<file path="src/rtl/irq_pkg.sv">
// Shared types, vector defaults and vector helper for the interrupt controller.
package irq_pkg;

   typedef enum logic [1:0] {
      IDLE    = 2'd0,
      REQUEST = 2'd1,
      SERVICE = 2'd2
   } irq_state_e;

   localparam int unsigned VEC_BASE_DEF   = 32'h3C0;
   localparam int unsigned VEC_STRIDE_DEF = 8;
   localparam int unsigned SW_VECTOR_DEF  = 32'h3F8;

   // Caller truncates the result to its address width.
   function automatic int unsigned irq_vector(input int unsigned idx,
                                              input int unsigned base   = VEC_BASE_DEF,
                                              input int unsigned stride = VEC_STRIDE_DEF);
      return base + idx * stride;
   endfunction

endpackage

</file>
<file path="src/rtl/irq_sync_edge.sv">
// Two-flop synchroniser for one asynchronous interrupt line plus a one-cycle
// rising-edge pulse taken from the synchronised level.
module irq_sync_edge (
   input  logic clk,
   input  logic reset,
   input  logic line,
   output logic rise
);

   logic meta, sync, prev;

   always_ff @(posedge clk or negedge reset) begin
      if (!reset) begin
         meta <= 1'b0;
         sync <= 1'b0;
         prev <= 1'b0;
      end else begin
         meta <= line;
         sync <= meta;
         prev <= sync;
      end
   end

   assign rise = sync & ~prev;

endmodule

</file>
<file path="src/rtl/irq_controller.sv">
// Fixed-priority, non-nesting interrupt controller feeding the CPU control unit.
// Optional periodic timer source enabled by defining IRQ_TIMER_EN.
//
// state   | meaning
// IDLE    | no handler active; arbitrates eligible pending bits
// REQUEST | s_interruption raised, grant and vector frozen until taken
// SERVICE | handler (hardware or SYSCALL) running until s_finish_interr
module irq_controller
   import irq_pkg::*;
#(
   parameter int unsigned N_IRQ        = 4,
   parameter int unsigned ADDR_W       = 10,
   parameter int unsigned VEC_BASE     = VEC_BASE_DEF,
   parameter int unsigned VEC_STRIDE   = VEC_STRIDE_DEF,
   parameter int unsigned SW_VECTOR    = SW_VECTOR_DEF,
   parameter int unsigned TIMER_PERIOD = 1000,
`ifdef IRQ_TIMER_EN
   localparam int unsigned N_SRC = N_IRQ + 1
`else
   localparam int unsigned N_SRC = N_IRQ
`endif
) (
   input  logic              clk,
   input  logic              reset,
   input  logic [N_IRQ-1:0]  irq_in,
   input  logic              we_mask,
   input  logic [N_SRC-1:0]  mask_data,
   input  logic              use_dir_interr,
   input  logic              s_finish_interr,
   output logic              s_interruption,
   output logic [ADDR_W-1:0] dir_interr,
   output logic              in_service,
   output logic [N_SRC-1:0]  irq_pending
);

   localparam int unsigned GW = (N_SRC > 1) ? $clog2(N_SRC) : 1;

   irq_state_e        state_q, state_d;
   logic [GW-1:0]     grant_q, grant_d, win;
   logic [N_SRC-1:0]  pending_q, irq_mask, eligible, set_vec, clr_vec;
   logic [N_IRQ-1:0]  line_rise;
   logic              s_int_d, take;
   logic [ADDR_W-1:0] dir_d;

   for (genvar i = 0; i < int'(N_IRQ); i++) begin : g_sync
      irq_sync_edge u_sync (
         .clk   (clk),
         .reset (reset),
         .line  (irq_in[i]),
         .rise  (line_rise[i])
      );
   end

`ifdef IRQ_TIMER_EN
   localparam int unsigned TW = (TIMER_PERIOD > 1) ? $clog2(TIMER_PERIOD) : 1;
   logic [TW-1:0] timer_cnt;
   logic          timer_tick;

   // Down-counter 0 -> PERIOD-1 -> ... -> 1 ticks once per PERIOD cycles,
   // matching an up-counter that wraps from PERIOD-1 to 0.
   always_ff @(posedge clk or negedge reset) begin
      if (!reset)                timer_cnt <= '0;
      else if (timer_cnt == '0)  timer_cnt <= TW'(TIMER_PERIOD - 1);
      else                       timer_cnt <= timer_cnt - 1'b1;
   end

   assign timer_tick = (TIMER_PERIOD == 1) || (timer_cnt == TW'(1));
   assign set_vec    = {timer_tick, line_rise};
`else
   logic unused_timer;
   assign unused_timer = (TIMER_PERIOD == 0);
   assign set_vec      = line_rise;
`endif

   assign eligible = pending_q & irq_mask;

   always_comb begin
      win = '0;
      for (int i = int'(N_SRC) - 1; i >= 0; i--) begin
         if (eligible[i]) win = GW'(i);
      end
   end

   always_comb begin
      clr_vec = '0;
      for (int i = 0; i < int'(N_SRC); i++) begin
         clr_vec[i] = take && (grant_q == GW'(i));
      end
   end

   always_comb begin
      state_d = state_q;
      grant_d = grant_q;
      dir_d   = dir_interr;
      s_int_d = s_interruption;
      take    = 1'b0;
      unique case (state_q)
         IDLE: begin
            if (|eligible) begin
               state_d = REQUEST;
               grant_d = win;
               dir_d   = ADDR_W'(irq_vector(32'(win), VEC_BASE, VEC_STRIDE));
               s_int_d = 1'b1;
            end else if (use_dir_interr) begin
               state_d = SERVICE;
               dir_d   = ADDR_W'(SW_VECTOR);
            end
         end
         REQUEST: begin
            if (use_dir_interr) begin
               state_d = SERVICE;
               s_int_d = 1'b0;
               take    = 1'b1;
            end
         end
         SERVICE: begin
            if (s_finish_interr) state_d = IDLE;
         end
         default: begin
            state_d = IDLE;
            s_int_d = 1'b0;
         end
      endcase
   end

   always_ff @(posedge clk or negedge reset) begin
      if (!reset) begin
         state_q        <= IDLE;
         grant_q        <= '0;
         dir_interr     <= '0;
         s_interruption <= 1'b0;
         pending_q      <= '0;
         irq_mask       <= '1;
      end else begin
         state_q        <= state_d;
         grant_q        <= grant_d;
         dir_interr     <= dir_d;
         s_interruption <= s_int_d;
         // A new edge on the bit being cleared wins over the clear.
         pending_q      <= (pending_q & ~clr_vec) | set_vec;
         if (we_mask) irq_mask <= mask_data;
      end
   end

   assign in_service  = (state_q == SERVICE);
   assign irq_pending = pending_q;

endmodule
</file>
<file path="config.mk">
export PLATFORM = sky130hd
export DESIGN_NAME = irq_controller
export DESIGN_NICKNAME = d
export VERILOG_FILES = /design/src/rtl/irq_pkg.sv /design/src/rtl/irq_sync_edge.sv /design/src/rtl/irq_controller.sv
export SDC_FILE = /design/constraint.sdc
export NUM_CORES = 1
export LEC_CHECK = 0
export ABC_CLOCK_PERIOD_IN_PS = 1450
export CAP_MARGIN = 20
export CORE_ASPECT_RATIO = 0.8
export CORE_MARGIN = 2
export CORE_UTILIZATION = 47
export DETAILED_ROUTE_END_ITERATION = 16
export MAX_ROUTING_LAYER = met4
export PLACE_DENSITY = 0.86
export SLEW_MARGIN = 20
export SYNTH_ARGS = -nofsm -noshare
export SYNTH_HDL_FRONTEND = slang
export SYNTH_SLANG_ARGS = --single-unit
</file>
<file path="constraint.sdc">
create_clock -name clk -period 1.45 [get_ports clk]
set_input_delay 0.145 -clock clk [delete_from_list [all_inputs] [get_ports clk]]
set_output_delay 0.145 -clock clk [all_outputs]
set_load 0.005 [all_outputs]
</file>
; Word-level counts from Yosys, hierarchy flattened
; Cells that the tools add are included.
[word_totals]
ramBits = 0
memories = 0
latchBits = 0
romBits = 0
reg_bits = 35
in_bits = 13
elab_cells = 66
[op_classes]
n_mul = 0
eq_ne = 8
reduce_logical = 11
mux = 15
addsub = 1
n_bitwise = 13
n_shift = 0
order_cmp = 0
n_div = 0
[op_table]
columns = op, n
row1 = two-way mux 10 bit, 2
row2 = two-way mux 2 bit, 7
row3 = adder 10 x 5 -> 10 bit (first input constant), 1
row4 = AND 4 bit, 2
row5 = equality test 2 bit (second input constant), 3
row6 = != test 2 bit (second input constant), 3
row7 = one-hot mux 2 bit (3 select lines), 1
row8 = inverter 1 bit, 5
row9 = AND 1 bit, 4
row10 = equality test 2 x 1 -> 1 bit (second input constant), 2
row11 = logical AND 1 bit, 4
row12 = zero test 2 bit, 2
row13 = two-way mux 1 bit, 4
row14 = inverter 4 bit, 1
row15 = bitwise OR 4 bit, 1
row16 = AND reduction 2 bit, 2
row17 = OR reduction 4 bit, 1
row18 = one-hot mux 1 bit (3 select lines), 1
row19 = AND reduction 3 bit, 1
row20 = nonzero test 2 bit, 1

; Logic depth before layout (Yosys ltp)
; Gate-level depths: netlist of run 1.
[logic_depth]
ltp_word = 7
mapped_depth = 4

; Cells and area by module
; A second synthesis of run 1 with hierarchy kept.
[unflattened]
cells_unflattened = 87
hier_area_um2 = 1159.9
[by_module_without_submodules]
columns = module, instances, seq_area_each_um2, area_each_um2, cells_each
row1 = irq_controller, 1, 430.4, 804.5, 71
row2 = irq_sync_edge, 4, 75.1, 88.8, 4

; Worst setup path after synthesis of run 1
; Ideal clock, no wire load.
[synth_path]
path_kind = register to register
startpoint = reg state_q[1]
endpoint = reg pending_q[1] (netlist: irq_pending[1])
synth_period_minus_slack_ns = 1.111
path_stages_with_launch = 5
t_arrival_ns = 0.988
setup_slack_ns = 0.339
n_path_buf = 0
required_ns = 1.327
path_cell_list = dfrtp_1 > nand3b_1 > or2_1 > o21ai_1 > o21ai_1
[synth_between]
elab_chain_len = 6
[synth_rtl]
columns = element, line_no
row1 = start: declaration, irq_controller.sv:38  ; irq_state_e state_q, state_d;
row2 = start signal: assignment, irq_controller.sv:135  ; state_q <= state_d;
row3 = equality test 2 x 1 -> 1 bit, irq_controller.sv:97  ; unique case (state_q)
row4 = two-way mux 1 bit, irq_controller.sv:97
row5 = logical AND 1 bit, irq_controller.sv:87  ; clr_vec[i] = take && (grant_q == GW'(i));
row6 = inverter 4 bit, irq_controller.sv:140  ; pending_q <= (pending_q & ~clr_vec) | set_vec;
row7 = AND 4 bit, irq_controller.sv:140
row8 = bitwise OR 4 bit, irq_controller.sv:140
row9 = end signal: assignment, irq_controller.sv:140
row10 = end: declaration, irq_controller.sv:40  ; logic [N_SRC-1:0] pending_q, irq_mask, eligible, set_vec, clr_vec;
; No other way between the ends.
; A chain may end at the register's enable or synchronous reset.

==> key figures, run 1 <==
Status
  • Status: complete, but fails checks
  • Failing checks: DRC

Synth
  • Post-synthesis adder-cell area fraction: 0%
  • Mapped Area: 0.001122 mm²
  • FF+latch count, synth: 29
  • Synth Warn #: 0
  • Synth Area in Simple Gates: 8.584%
  • Compound-Gate Fraction of Synth Area: 14.94%
  • Count leader, synth: dfrtp_1
  • Yosys top cell area share: 55.74%
  • Mux contribution to synthesized area: 4.013%
  • Cells after Synth: 90
  • Synth area leader: dfrtp_1
  • Synth Area in XOR/XNOR: 0%
  • Seq/Total Area, Yosys: 65.11%
  • Primary FF master, synth: dfrtp_1
  • Asr flop ratio synth: 100.0%
  • Largest family of logic cells by synthesized area: compound AO/OA/AOI/OAI gates
  • Top post-synthesis cells by area: dfrtp_1, dfstp_2, buf_4
  • Commonest cells post-synth: dfrtp_1, inv_1, buf_4, o21ai_1, a21oi_1
  • EDFF count, synth: 0
  • Netlist cell types: 26
  • Synth Area per Inst: 12.47 µm²

Pwr
  • Leak pwr: 0.0006787 µW
  • Pwr/cell area: 1823 mW/mm²
  • VDD IR max: 0.0007797 V
  • Power Total: 2804 µW

Drt
  • DRT antenna net count: 0
  • DR iter-0 viols: 9
  • First-pass detailed-route iteration total: 10
  • Avg WL per Cell: 14.00 µm
  • Residual DRC: 2
  • Aggregate routed wire length: 2156 µm
  • Via count: 781
  • Vias per std cell: 5.071

Clock network
  • Clock root buffer: clkbuf_4
  • CTS Buf Count: 5
  • H-Tree Depth: 2
  • Clock transition at the registers of the reported paths: 0.10 ns
  • CTS sink count: 29
  • Longest Clk Path Bufs: 2
  • CTS tree: done
  • Worst skew pair latency: 0.33 ns
  • Post-cts hold buffer count: 0

Global routing
  • Grt ovf: 0
  • Vias in the first global route: 751
  • First-pass GRT wire length: 3339 µm
  • Largest net degree at the start of global routing: 30
  • Initial antenna violation count: 0
  • All-layer global routing usage: 18.77%

Cells and area
  • Area grow syn2layout: 37.01%
  • Final core occ: 69.44%
  • Fillers: 151
  • Final std cells w/o fill: 154
  • Layout Nets: 141
  • Fraction of layout cells with a size suffix above 1: 25.58%
  • Antenna diodes: 0

Setup path
  • Critical path's top delay family: buffers and inverters
  • Critical path peak fanout: 5
  • CP peak stage delay: 0.51 ns
  • WP data arrival: 1.24 ns
  • CP max stage cell: clkdlybuf4s50_1
  • Critical Path Sink Type: output port
  • Critical path depth: 1
  • Req. time, crit path: 1.31 ns
  • Crit path kind: flip-flop to output port
  • Element type at the critical path start: flip-flop
  • CP bufs+invs: 1
  • Ordered list of cells on the worst path: clkdlybuf4s50_1
  • Worst R2R Path Depth: 5

Timing
  • Fin. max-slew vios: 0
  • Setup ws final: 0.06463 ns
  • Worst clock skew: 0.007222 ns
  • Max Fclk: 721.8 MHz
  • Final setup viols: 0
  • Hold slack final: 0.1794 ns
  • Final min period: 1.385 ns
  • Final Hold Viols: 0
  • Period utilisation layout: 95.54%

Die
  • CORE AREA: 0.002215 mm²
  • # IOs: 29
  • Starting Density: 50.68%
  • Die Ht: 47.71 µm
  • Cell Rows: 15
  • Die area: 0.002797 mm²
  • Die Width: 58.64 µm

Flow run
  • Max Cap Violations: 0

Placement
  • Final HPWL DP: 1466 µm
  • Cell count after placement: 140
  • Routability cong.: 0.8161
  • Number of port buffers: 25
  • Pre-CTS WS: 0.1217 ns

Min path
  • Min-delay worst type: input port to async pin
-- metrics by stage --
stage,setup TNS [ns],cell area [µm²]
3_3_place_gp,0,1396
3_5_place_dp,0,1396
2_1_floorplan,0,1130
5_1_grt,-0.003169,1538
6_report,0,1538
4_1_cts,0,1515
-- power by group --
group	switching, µW	internal (µW)
sequential	119	1000
clock	291	409
combinational	447	534
-- layout by cell type (no fill, tap or decap), drive strengths merged, types with 2 or more instances in the layout --
cell type      instances
dfrtp                 25
mux2                   4
dfstp                  4
inv                    9
nand3b                 2
conb                   3
o21ai                 10
dlymetal6s2s           3
a22oi                  2
o31ai                  2
clkbuf                 6
nor2                   4
buf                   10
nand2                  4
nand2b                 2
a21oi                  5
clkdlybuf4s50         21
-- final timing paths --
check / end / startpoint / slack [ns]
worst max-delay path: dir_interr[6] / dir_interr[8]$_DFFE_PN0P_ / 0.06
worst min-delay path: grant_q[1]$_DFFE_PN0P_ / reset / 0.18
worst max register to register: irq_pending[1]$_DFF_PN0_ / state_q[1]$_DFFE_PN0P_ / 0.10
worst min register to register: g_sync[1].u_sync.sync$_DFF_PN0_ / g_sync[1].u_sync.meta$_DFF_PN0_ / 0.36
max in group asynchronous: irq_mask[0]$_DFFE_PN1P_ / reset / 0.96
min in group clk: g_sync[1].u_sync.meta$_DFF_PN0_ / irq_in[1] / 0.24
-- cell families after synthesis --
group,after synthesis
mux,4
compound gates,24
simple gates,17
buf+inv,15
flops,29
other cells,1
-- timing repair --
action	CTS	global route
endpoints found under the setup margin	4	5
gates resized for setup	2	3
buffers inserted	4	2
-- area by class of cell --
class	instances	area, µm²	share of cell area, %
Tap cell	25	31.28	2.034
Clock inverter	2	37.54	2.441
Sequential cell	29	732.0	47.60
Multi-Input combinational cell	48	320.3	20.83
Timing Repair Buffer	35	331.6	21.56
Inverter	9	33.78	2.197
Clock buffer	6	51.30	3.336
-- state kept, by name, indices dropped and copies added, names as in the netlist --
name	count
g_sync.u_sync.prev	4
irq_mask	4
irq_pending	4
grant_q	2
g_sync.u_sync.meta	4
state_q	2
s_interruption	1
g_sync.u_sync.sync	4
dir_interr	4
-- layer usage --
metal  global-route usage [%]  share of wire, %  wire length [µm]
met5                        -                 0                 0
met2                    28.31                50              1086
met1                    20.25                43               935
met3                    10.54               5.7               122
met4                    9.545              0.56                12
No activity file was read; power rests on OpenSTA's default activity.
==> inputs of run 2 (changes only) <==
- CORE_ASPECT_RATIO: 0.8 -> default
==> key figures, run 2 (synthesized netlist as in run 1, its figures left out) <==
Setup path
  • Req. time, crit path: 1.31 ns
  • Flop-to-flop setup slack: 0.13 ns
  • Critical Path Sink Type: output port
  • Element type at the critical path start: flip-flop
  • Critical path peak fanout: 6
  • WP data arrival: 1.25 ns
  • Crit path kind: flip-flop to output port

Pwr
  • Leak pwr: 0.0006764 µW
  • Pwr/cell area: 1719 mW/mm²
  • Power Total: 2599 µW
  • VDD IR max: 0.0009436 V

Drt
  • Via count: 829
  • Residual DRC: 0
  • DRT antenna net count: 0
  • DR iter-0 viols: 13
  • Aggregate routed wire length: 2257 µm
  • Vias per std cell: 5.214
  • Avg WL per Cell: 14.19 µm
  • First-pass detailed-route iteration total: 4

Cells and area
  • Fraction of layout cells with a size suffix above 1: 25.95%
  • Layout Nets: 143
  • Area grow syn2layout: 34.67%
  • Commonest non-fill, non-tap cells in the layout: dfrtp_1, clkdlybuf4s50_1, buf_4
  • Fillers: 177
  • Antenna diodes: 0
  • Non-Filler Cell Area, Final: 0.001511 mm²

Global routing
  • Largest net degree at the start of global routing: 30
  • Most Used Layer, Global Route: met2
  • First-pass GRT wire length: 3394 µm
  • Met3 global-route usage: 8.475%
  • Initial antenna violation count: 0
  • Grt ovf: 0
  • Met2 Resource Use GR: 27.92%
  • GR Util met1: 20.11%
  • All-layer global routing usage: 18.50%
  • Vias in the first global route: 764

Timing
  • Worst clock skew: 0.002977 ns
  • Period utilisation layout: 96.41%
  • Final min period: 1.398 ns
  • Final Hold Viols: 0
  • Setup tns final: 0 ns
  • Hold slack final: 0.2115 ns
  • Max Fclk: 715.3 MHz
  • Fin. max-slew vios: 0
  • Final setup viols: 0

Clock network
  • Post-cts hold buffer count: 0
  • Clock root buffer: clkbuf_4
  • Worst skew pair latency: 0.31 ns
  • Clock transition at the registers of the reported paths: 0.09 ns
  • H-Tree Depth: 2
  • Longest Clk Path Bufs: 2
  • CTS Buf Count: 5
  • CTS tree: done
  • CTS sink count: 29

Die
  • Die area: 0.002795 mm²
  • Starting Density: 50.25%
  • Cell Rows: 17
  • Die Width: 52.87 µm
  • # IOs: 29
  • CORE AREA: 0.002233 mm²
  • Die Ht: 52.87 µm

Placement
  • Final HPWL DP: 1552 µm
  • Placement Cell Area: 0.001400 mm²
  • Routability cong.: 0.8865
  • Number of port buffers: 25

Min path
  • Min-delay worst type: input port to async pin

Status
  • Status: finished clean

Flow run
  • Max Cap Violations: 0
run 2: cell types whose count changed in the layout (fill, tap and decap cells not counted), moves of 2 or more:
cell	previous run	this run
buf_4	10	12
clkdlybuf4s50_1	21	24
dlymetal6s2s_1	3	0
clkinv_2	0	2
run 2: critical path, cell delays in order (launching register included):
cell and delay (ns):
dfrtp_2 0.45, and2b_2 0.22, dlygate4sd2_1 0.26
run 2: per-layer routing:
metal | up-vias | wire, µm
li1 | 379 | -
met1 | 396 | 793
met2 | 38 | 1169
met3 | 16 | 179
met4 | 0 | 115
met5 | - | 0
run 2: path summary, 6_finish.rpt:
check	from	end	depth (start not counted)
min in group clk	irq_in[3]	g_sync[3].u_sync.meta$_DFF_PN0_	1
max in group asynchronous	reset	irq_mask[3]$_DFFE_PN1P_	2
setup reg to reg	irq_pending[0]$_DFF_PN0_	dir_interr[8]$_DFFE_PN0P_	4
hold / removal	reset	irq_pending[3]$_DFF_PN0_	2
setup / recovery	state_q[1]$_DFFE_PN0P_	in_service	2
hold reg to reg	g_sync[1].u_sync.meta$_DFF_PN0_	g_sync[1].u_sync.sync$_DFF_PN0_	0
run 2: where the power goes:
group	total, µW	internal [µW]	switching, µW
logic	1000	563	438
registers	1160	1000	152
clock network	441	184	257
run 2: area by class of cell:
type	instances	area, µm²	share of cell area [%]
Timing Repair Buffer	37	339.1	22.43
Sequential cell	29	732.0	48.43
Multi-Input combinational cell	48	320.3	21.19
Inverter	9	33.78	2.235
Tap cell	28	35.03	2.318
Clock inverter	2	10.01	0.6623
Clock buffer	6	41.29	2.732
run 2: repair_timing:
item / 4_1_cts / 5_1_grt
resized for setup: 2 / 0
setup endpoints to repair: 1 / 7
setup buffers: 0 / 8
run 2: stage by stage:
stage	setup WS (ns)	cells	util (%)
floorplan	0.3389	92	-
global placement	0.1538	143	62.69
detailed placement	0.09748	143	62.69
CTS	0.01944	151	64.99
global route	-0.01933	159	67.68
finish	0.05200	159	67.68
==> inputs of run 3 (changes only) <==
- RECOVER_POWER: default -> 25
==> key figures, run 3 (synthesized netlist as in run 1, its figures left out) <==
Placement
  • Number of port buffers: 25
  • Routability cong.: 0.8865
  • Cell count after placement: 143
  • Final HPWL DP: 1552 µm
  • Pre-CTS WS: 0.09748 ns

Die
  • Cell Rows: 17
  • # IOs: 29
  • CORE AREA: 0.002233 mm²
  • Die Ht: 52.87 µm
  • Starting Density: 50.25%
  • Die area: 0.002795 mm²
  • Die Width: 52.87 µm

Timing
  • Final setup viols: 0
  • Worst clock skew: 0.002977 ns
  • Max Fclk: 715.3 MHz
  • Relative slew slack: 54.88%
  • Setup ws final: 0.05200 ns
  • Fin. max-slew vios: 0
  • Period utilisation layout: 96.41%
  • Final Hold Viols: 0
  • Worst-Margin Slew: 0.6768 ns
  • Final min period: 1.398 ns
  • Hold slack final: 0.3530 ns
  • Setup tns final: 0 ns

Cells and area
  • Commonest non-fill, non-tap cells in the layout: dfrtp_1, clkdlybuf4s50_1, buf_4
  • Most common cell after layout, fill and taps aside: dfrtp_1
  • Antenna diodes: 0
  • Area grow syn2layout: 34.45%
  • Area of the multi-input gates: 320.3 µm²
  • Final core occ: 67.56%
  • Fillers: 178
  • Final std cells w/o fill: 159
  • Sequential cell area: 732.0 µm²
  • Fraction of layout cells with a size suffix above 1: 25.95%
  • Layout Nets: 143

Global routing
  • Grt ovf: 0
  • Largest net degree at the start of global routing: 30
  • Vias in the first global route: 764
  • First-pass GRT wire length: 3394 µm
  • All-layer global routing usage: 18.50%
  • Initial antenna violation count: 0

Setup path
  • Element type at the critical path start: flip-flop
  • Critical Path Sink Type: output port
  • Crit path from: state_q[1]$_DFFE_PN0P_
  • WP data arrival: 1.25 ns
  • Reg2Reg Launch Point: irq_pending[0]$_DFF_PN0_
  • Crit path kind: flip-flop to output port
  • Req. time, crit path: 1.31 ns
  • Critical path peak fanout: 6

Pwr
  • Clock power share: 17.0%
  • Sequential group share of total power: 44.6%
  • Comb power frac: 38.4%
  • Pwr/cell area: 1720 mW/mm²
  • Leak pwr: 0.0006770 µW
  • VDD IR max: 0.0009411 V
  • P_int: 1748 µW
  • Sw Pwr: 847.0 µW
  • Switching share of power: 32.64%

Clock network
  • CTS sink count: 29
  • Longest Clk Path Bufs: 2
  • Post-cts hold buffer count: 0
  • Clock transition at the registers of the reported paths: 0.09 ns
  • H-Tree Depth: 2
  • CTS Buf Count: 5
  • CTS tree: done
  • Worst skew pair latency: 0.31 ns
  • Clock root buffer: clkbuf_4

Min path
  • Hold Path Origin: g_sync[1].u_sync.meta$_DFF_PN0_
  • Min-delay worst type: flip-flop to flip-flop

Flow run
  • Max Cap Violations: 0

Drt
  • First-pass detailed-route iteration total: 4
  • Via count: 829
  • DR iter-0 viols: 13
  • Residual DRC: 0
  • Avg WL per Cell: 14.19 µm
  • Vias per std cell: 5.214
  • DRT antenna net count: 0
  • Aggregate routed wire length: 2256 µm

Status
  • Status: finished clean
-- run 3: cell count changes in the layout (fill, tap and decap cells not counted), sizes merged --
cell and change:
buf -1, clkbuf +1, clkdlybuf4s50 -5, dlygate4sd3 +5
-- run 3: area by class of cell --
cell class | instances | share of cell area, %
inverters | 9 | 2.239
clock buffers | 6 | 2.736
flip-flops and latches | 29 | 48.51
clock inverters | 2 | 0.6633
repair buffers | 37 | 22.31
multi-input cells | 48 | 21.23
well taps | 28 | 2.322
-- run 3: worst max-delay path: stages, from the launching register on --
cell           delay, ns
dfrtp_2             0.45
and2b_2             0.22
dlygate4sd2_1       0.26
-- run 3: layer usage --
metal	wire (µm)	part of all wire, %	global-route usage (%)
met5	0	0	-
met4	115	5.1	10.68
met3	178	7.9	8.475
met2	1168	52	27.92
met1	793	35	20.11
-- run 3: path summary, 6_finish.rpt --
kind / endpoint / slack (ns) / cells past startpoint
min in group asynchronous: irq_pending[3]$_DFF_PN0_ / 0.40 / 2
min reg2reg: g_sync[1].u_sync.sync$_DFF_PN0_ / 0.35 / 0
max: in_service / 0.05 / 2
max in group asynchronous: state_q[1]$_DFFE_PN0P_ / 0.58 / 2
min: g_sync[1].u_sync.sync$_DFF_PN0_ / 0.35 / 0
max reg2reg: dir_interr[8]$_DFFE_PN0P_ / 0.13 / 4
-- run 3: per-stage QoR --
stage / total power [µW] / instance area [µm²]
3_5_place_dp: 2031 / 1400
5_1_grt: 2784 / 1509
2_1_floorplan: 1579 / 1130
3_3_place_gp: 1971 / 1400
6_report: 2595 / 1509
4_1_cts: 2471 / 1451
-- run 3: timing repair --
item,in CTS,in global routing
pin swaps,0,0
endpoints found under the hold margin,0,0
gates resized for setup,2,0
setup buffers,0,8
endpoints found under the setup margin,1,7
-- run 3: power groups by stage --
stage                     Clock, µW  Combinational, µW  Sequential, µW
final                           441                997            1160
after global routing            500               1110            1180
after CTS                       456                843            1170
after detailed placement          0                846            1180
after global placement            0                808            1160
after floorplan                   0                411            1170
==> RTL change, RTL diff (config.mk and constraints of run 3) <==
Add a define of `IRQ_TIMER_EN`.
--- a/src/rtl/irq_controller.sv
+++ b/src/rtl/irq_controller.sv
@@ -7,2 +7,4 @@
 // SERVICE | handler (hardware or SYSCALL) running until s_finish_interr
+`define IRQ_TIMER_EN
+
 module irq_controller
Interface: changed (resized irq_pending and mask_data); port bits go from 29 to 31. No check against the original RTL was run, so the function may have changed too.
==> RTL change against run 3 <==
- the run now ends with setup timing left
- via count grew 51%
- synthesized area grew 50%
- sequential cell count grew 13
- routed wire length grew 54%
- total power grew 23%
- worst setup slack lost 0.14 ns
- final cell count grew 55%
- combinational power shrank 5.0%
- count of clock-buffer cells in the layout grew 1
- design area grew 54%
- critical path depth grew 3
- highest routed layer unchanged
==> RTL change: results (changes against run 3) <==
Outcome
  – Status: finished with violations
  – Violations in the final reports: setup timing

Clocking
  – Insertion delay to the later sink of the worst-skew pair: 0.35 ns (+0.04 ns)
  – Setup repair bufs after CTS: 3 (+3)
  – Clk pin slew, worst setup/hold paths: 0.12 ns (+0.03 ns)

Finish
  – Layout Nets: 215 (+50%)
  – Fraction of layout instances using a drive strength above 1: 30.5% (+4.5 points)

Timing
  – Slew headroom: 62.0% (+7.1 points)
  – Post-route setup slack: -0.0843 ns (-0.136 ns)
  – Clock Skew: 0.0105 ns (+0.00754 ns)
  – Final setup violating endpoints: 4 (+4)

Setup path
  – CP top delay family: simple AND/OR/NAND/NOR gates
  – Depth of the worst register-to-register path: 5 (+1)

Global route
  – Pin count of the biggest net entering global routing: 25 (-17%)
  – First-pass GRT wire length: 5.80 mm (+71%)
  – Gr usage total: 19.3% (+0.78 points)
  – Number of global-route vias before repair: 1283 (+68%)

Placed design
  – Routability congestion estimate: 0.941 (+6.1%)
  – Half-perimeter wire length of the detailed placement result: 2.46 mm (+58%)

Yosys
  – Number of different library cells in the post-synthesis netlist: 35 (+35%)
  – Synth area leaders: sky130_fd_sc_hd__dfrtp_1, sky130_fd_sc_hd__dfstp_2, sky130_fd_sc_hd__o21ai_0
  – Most frequent cells after synthesis: sky130_fd_sc_hd__dfrtp_1, sky130_fd_sc_hd__nand2_1, sky130_fd_sc_hd__o21ai_0
  – Synthesized-area fraction occupied by ao, oa, aoi and oai cells: 14.2% (-0.75 points)
  – Post-synthesis sequential area ratio: 62.8% (-2.3 points)

Routing
  – WL per Instance: 14.1 um (-0.67%)
  – Average via count per standard cell: 5.08 (-2.5%)

Pwr
  – Part of the power in combinational logic: 29.6% (-8.8 points)
[RTL change: cell types whose count changed in the layout (fill, tap and decap cells not counted), sizes merged, moves of 4 or more]
cell and delta:
nor2 +4, buf +15, dlygate4sd2 +4, clkdlybuf4s50 -7
o21ai +4, dfrtp +12, dlymetal6s2s +5, nand2 +11
[RTL change: logic make-up after synthesis]
logic type,after synthesis
adder cells (fa/ha/maj),2
other,1
AND/OR/NAND/NOR,36
XOR/XNOR,4
buffers and inverters,16
multiplexers,6
AO/OA/AOI/OAI,36
flip-flops,42
[RTL change: worst paths after layout]
check                                            from               endpoint  slack, ns
worst max-delay path                     timer_cnt[4]           timer_cnt[4]      -0.08
worst min-delay path                            reset         irq_pending[2]       0.30
worst max register to register           timer_cnt[4]           timer_cnt[4]      -0.08
worst min register to register  g_sync[2].u_sync.meta  g_sync[2].u_sync.sync       0.36
max in group asynchronous                       reset           timer_cnt[1]       0.58
min in group clk                            irq_in[3]  g_sync[3].u_sync.meta       0.34
[RTL change: area by class of cell]
type / count / area share, %
well taps: 46 / 2.47
inverters: 9 / 1.45
repair buffers: 54 / 20.5
flip-flops and latches: 42 / 45.4
clock buffers: 7 / 2.37
multi-input cells: 87 / 26.5
clock inverters: 1 / 1.29
[RTL change: metrics by stage]
stage,TNS (ns),cell area [um^2]
floorplan,-0.0129,1690
global placement,-0.197,2110
detailed placement,-0.484,2110
CTS,-0.0868,2240
global route,-0.473,2330
finish,-0.179,2330
[RTL change: metal layers]
| metal | up-vias | GRT usage, % | wire, um |
|---|---|---|---|
| met5 | - | - | 0 |
| met4 | 0 | 9.51 | 80 |
| met3 | 9 | 4.40 | 161 |
| met2 | 35 | 34.2 | 1870 |
| met1 | 607 | 19.9 | 1360 |
| li1 | 599 | - | - |
